`src/rtl/cs_accum_src_if.sv`:
```
// Operand strobe in, redundant VS/VC pair plus completion strobe out.
// "master" is the accumulator: it drives the pair. "slave" is the environment:
// it supplies operands and consumes the pair.
interface cs_accum_src_if #(
    parameter int WIDTH = 16
);
    logic             data_in;
    logic [WIDTH-1:0] A;
    logic             sub;
    logic [WIDTH-1:0] VS;
    logic [WIDTH-1:0] VC;
    logic             data_out;
    logic             busy;

    modport master (
        input  data_in, A, sub,
        output VS, VC, data_out, busy
    );

    modport slave (
        output data_in, A, sub,
        input  VS, VC, data_out, busy
    );
endinterface

```
`src/rtl/cs_accum_src.sv`:
```
// Carry-save accumulator. It sums a burst of NOPS signed operands into a
// redundant (VS, VC) pair without carry propagation, then strobes data_out.
module cs_accum_src #(
    parameter int WIDTH = 16,
    parameter int NOPS  = 4
) (
    input  logic           clk,
    input  logic           reset,
    cs_accum_src_if.master bus
);
    localparam int CNT_W = (NOPS > 1) ? $clog2(NOPS) : 1;

    logic [WIDTH-1:0] vs_q, vs_d;
    logic [WIDTH-1:0] vc_q, vc_d;
    logic [CNT_W-1:0] cnt_q, cnt_d;
    logic             dout_q, dout_d;

    logic [WIDTH-1:0] b_term;
    logic [WIDTH-1:0] base_s;
    logic [WIDTH-1:0] base_c;
    logic [WIDTH-1:0] maj;
    logic             last_op;

    // One 3:2 compressor step. A subtract inverts A and injects the +1
    // through the VC LSB, which the carry shift leaves free.
    always_comb begin
        b_term  = bus.sub ? ~bus.A : bus.A;
        base_s  = (cnt_q == '0) ? '0 : vs_q;
        base_c  = (cnt_q == '0) ? '0 : vc_q;
        maj     = (base_s & base_c) | (base_s & b_term) | (base_c & b_term);
        last_op = (cnt_q == CNT_W'(NOPS - 1));

        vs_d   = vs_q;
        vc_d   = vc_q;
        cnt_d  = cnt_q;
        dout_d = 1'b0;
        if (bus.data_in) begin
            vs_d = base_s ^ base_c ^ b_term;
            vc_d = {maj[WIDTH-2:0], bus.sub};
            if (last_op) begin
                cnt_d  = '0;
                dout_d = 1'b1;
            end else begin
                cnt_d = cnt_q + CNT_W'(1);
            end
        end
    end

    // The pair, the operand counter and the completion strobe. Reset drops
    // any partial burst at once.
    always_ff @(posedge clk or negedge reset) begin
        if (!reset) begin
            vs_q   <= '0;
            vc_q   <= '0;
            cnt_q  <= '0;
            dout_q <= 1'b0;
        end else begin
            vs_q   <= vs_d;
            vc_q   <= vc_d;
            cnt_q  <= cnt_d;
            dout_q <= dout_d;
        end
    end

    // All outputs come from registers. busy is decoded from the counter.
    always_comb begin
        bus.VS       = vs_q;
        bus.VC       = vc_q;
        bus.data_out = dout_q;
        bus.busy     = (cnt_q != '0);
    end
endmodule
```
`src/flat_wrapper.sv`:
```
// flat-port wrapper written by rule: the top's interface ports become plain ports
module cs_accum_src_flat 
#(
    parameter int WIDTH = 16,
    parameter int NOPS  = 4
)
  (clk, reset, bus_data_in, bus_A, bus_sub, bus_VS, bus_VC, bus_data_out, bus_busy);
  cs_accum_src_if #(.WIDTH(WIDTH)) bus_i ();
  input  logic clk;
  input  logic reset;
  input wire logic [$bits(bus_i.data_in)-1:0] bus_data_in;
  input wire logic [$bits(bus_i.A)-1:0] bus_A;
  input wire logic [$bits(bus_i.sub)-1:0] bus_sub;
  output wire logic [$bits(bus_i.VS)-1:0] bus_VS;
  output wire logic [$bits(bus_i.VC)-1:0] bus_VC;
  output wire logic [$bits(bus_i.data_out)-1:0] bus_data_out;
  output wire logic [$bits(bus_i.busy)-1:0] bus_busy;
  assign bus_i.data_in = bus_data_in;
  assign bus_i.A = bus_A;
  assign bus_i.sub = bus_sub;
  assign bus_VS = bus_i.VS;
  assign bus_VC = bus_i.VC;
  assign bus_data_out = bus_i.data_out;
  assign bus_busy = bus_i.busy;
  cs_accum_src #(.WIDTH(WIDTH), .NOPS(NOPS)) u_core (.clk(clk), .reset(reset), .bus(bus_i));
endmodule
```
`config.mk`:
```
export PLATFORM = sky130hd
export DESIGN_NAME = cs_accum_src_flat
export DESIGN_NICKNAME = d
export VERILOG_FILES = /design/src/rtl/cs_accum_src_if.sv /design/src/rtl/cs_accum_src.sv /design/src/flat_wrapper.sv
export SDC_FILE = /design/constraint.sdc
export NUM_CORES = 1
export LEC_CHECK = 0
export BUFFER_PORTS_ARGS = -buffer_cell sky130_fd_sc_hd__buf_2
export CORE_UTILIZATION = 56
export DETAILED_ROUTE_END_ITERATION = 16
export GPL_TIMING_DRIVEN = 0
export PLACE_DENSITY = 0.92
export SLEW_MARGIN = 20
export SYNTH_ARGS = -nofsm -noshare
export SYNTH_HDL_FRONTEND = slang
export SYNTH_SLANG_ARGS = --single-unit
```
`constraint.sdc`:
```
create_clock -name clk -period 2.9 [get_ports clk]
set_input_delay 0.435 -clock clk [delete_from_list [all_inputs] [get_ports clk]]
set_output_delay 0.435 -clock clk [all_outputs]
set_load 0.02 [all_outputs]
```
==> metrics <==
hold_buf cts=0; crit start category=flop; sequential area share after synthesis=between 40 and 50%; Routed WL per cell=approximately 15 um; FF+latch count, synth=35; ys flop type=dfrtp_1; NetSw=1.06 mW; Site Rows=21; Clk pwr share=12.2%; vias in the first global route=1,451; worst clock skew=8.59 ps; Post-synth top cells=dfrtp_1 (35), mux2_2 (31), nor2b_1 (25); most frequent cell after synthesis=dfrtp_1; mapped cell area=0.00203 mm2; Int Power=1.44 mW; Least-Margin Pin Slew=approximately 770 ps; CTS tree=yes; pwr dens=about 1000 mW/mm2; RSZ-0062 raised after global routing=false; Clock Tree Root=clkbuf_4; core area=0.00342 mm2; Area growth, synth to finish=18.8%; worst-path fanout max=10; DP HPWL=2830 um; largest net degree at the start of global routing=36; switch share=about 42%; Seq pwr share=between 30% and 40%; setup TNS=0 ps; Final Max Slew Viols=0; Via-to-Cell Ratio=around 5; fin crit period=2380 ps; CP endpoint kind=flop; die width=between 60 and 70 um; Yosys warnings=0; via count=between 1k and 1.5k; status=complete, no violations; syn avg cell area=13.2 um2; EDFF count, synth=0; VDD IR max=0.577 mV; Comb power frac=54.1%; syn nets=around 190; Inst Count DP=251; clk slew on worst S/H paths=about 110 ps; Antenna Nets Post-Route=0; first drt pass iteration count=4; Slew HR=between 40% and 50%; Num CTS Buffers=5; top post-synthesis cells by area=dfrtp_1 (43%), mux2_2 (17%), fa_1 (15%), nor2b_1 (7.7%), xor2_1 (6.9%); maximum clock frequency=420 MHz; total grt overflow=0; Port Buffers=51; non-filler cells, final=roughly 260; gr usage total=22.8%; proportion of layout cells with a drive suffix above 1=47.4%; diodes inserted=0; Pleak=1.20 nW; area leader, netlist=dfrtp_1; Longest Clk Path Bufs=2; clock sink count=35; Post-CTS Setup Inserts=0; final hold violations=0; Resized cells post-CTS=0; Crit Path Category=reg -> reg; Async S/R FF share, synth=100%; FF-to-FF path depth=6; initial antenna violation count=0; Die Area=0.00387 mm2; Final period util=between 80% and 90%; Max-cap violations=0; H-Tree Level Count=2; HP Class=in -> async; number of I/O pins=54; initial DRC count=40; Crit path arrival time=around 2600 ps; Clk Latency, worst-skew pair=340 ps; endpoints failing setup=0; Die Height=between 60 and 70 um; post-synth top area share=43.1%; Initial Util=59.5%; Gate Count Post-Synth=154; final net count=250; synth unique cells=20; DR DRC count=0; WL final=3880 um; Critical Path RT=around 3100 ps; first-pass GRT wire length=roughly 6700 um; gpl congestion=0.722
## kinds of logic (layout without fill, tap and decap cells)
kind of cell    Yosys count  count (layout)  synth area share (%)
mux                      31              31                  17.2
flops                    35              35                  43.1
compound gates            4               4                  1.05
fa+ha+maj                18              18                  16.6
buf+inv                  11              70                  2.96
xor+xnor                 17              17                  7.33
simple gates             38              38                  11.8
## sequential cells by signal, indices dropped and copies added (netlist names)
signal	flops
u_core.cnt_q	2
u_core.bus.data_out	1
u_core.bus.VC	16
u_core.bus.VS	16
## cells in the final DEF (no fill, tap or decap), drive strengths merged
cell     n
buf     57
dfrtp   35
mux2    31
nor2b   25
xor2    16
fa      15
clkbuf  10
and2b    6
nand2    4
inv      3
ha       3
o21ai    2
and2     1
nor2     1
xnor2    1
nand3    1
o22ai    1
a21oi    1
## final timing paths
kind | slack (ps) | from | to
setup / recovery | 520 | u_core.cnt_q[0] | u_core.bus.VS[3]
hold reg to reg | 530 | u_core.bus.VS[12] | u_core.bus.VS[12]
min in group clk | 410 | bus_sub | u_core.bus.VC[0]
hold / removal | 170 | reset | u_core.cnt_q[0]
max in group asynchronous | 2250 | reset | u_core.bus.VC[10]
setup reg to reg | 520 | u_core.cnt_q[0] | u_core.bus.VS[3]
## critical path, stage by stage (launching register included)
cell and delay, ps:
dfrtp_1 420, inv_1 110, ha_1 350, clkbuf_1 470, nor2b_1 140, fa_1 500
mux2_2 280
## metal layers
metal / GRT usage, % / vias up / share of wire (%)
met5: 0 / - / 0
met4: 4.07 / 0 / 0.49
met3: 6.25 / 3 / 5.3
met2: 40.1 / 42 / 51
met1: 28.4 / 656 / 43
li1: - / 614 / -
## power by group through the flow
stage          clock network, mW  logic, mW  registers, mW
6_report                   0.305       1.35          0.844
5_1_grt                    0.325       1.51          0.875
4_1_cts                    0.310       1.38          0.846
3_5_place_dp                   0       1.37          0.854
3_3_place_gp                   0       1.29          0.849
2_1_floorplan                  0      0.708           1.08
## final cells by class
class	count	area [um2]
Inverter	3	11.3
Fill cell	263	1000
Multi-Input combinational cell	108	1100
Timing Repair Buffer	51	255
Clock buffer	8	68.8
Tap cell	46	57.6
Buffer	8	48.8
Sequential cell	35	876
## stage by stage
step	worst slack, ps	area, um2	hold WS [ps]	total power, mW	utilization [%]
after global routing	350	2410	222	2.71	70.7
after floorplan	949	2030	139	1.79	-
after CTS	506	2410	188	2.53	70.7
final	521	2410	167	2.50	70.7
after detailed placement	531	2340	506	2.22	68.6
after global placement	605	2340	504	2.14	68.6
Power figures use the tool's default switching activity.
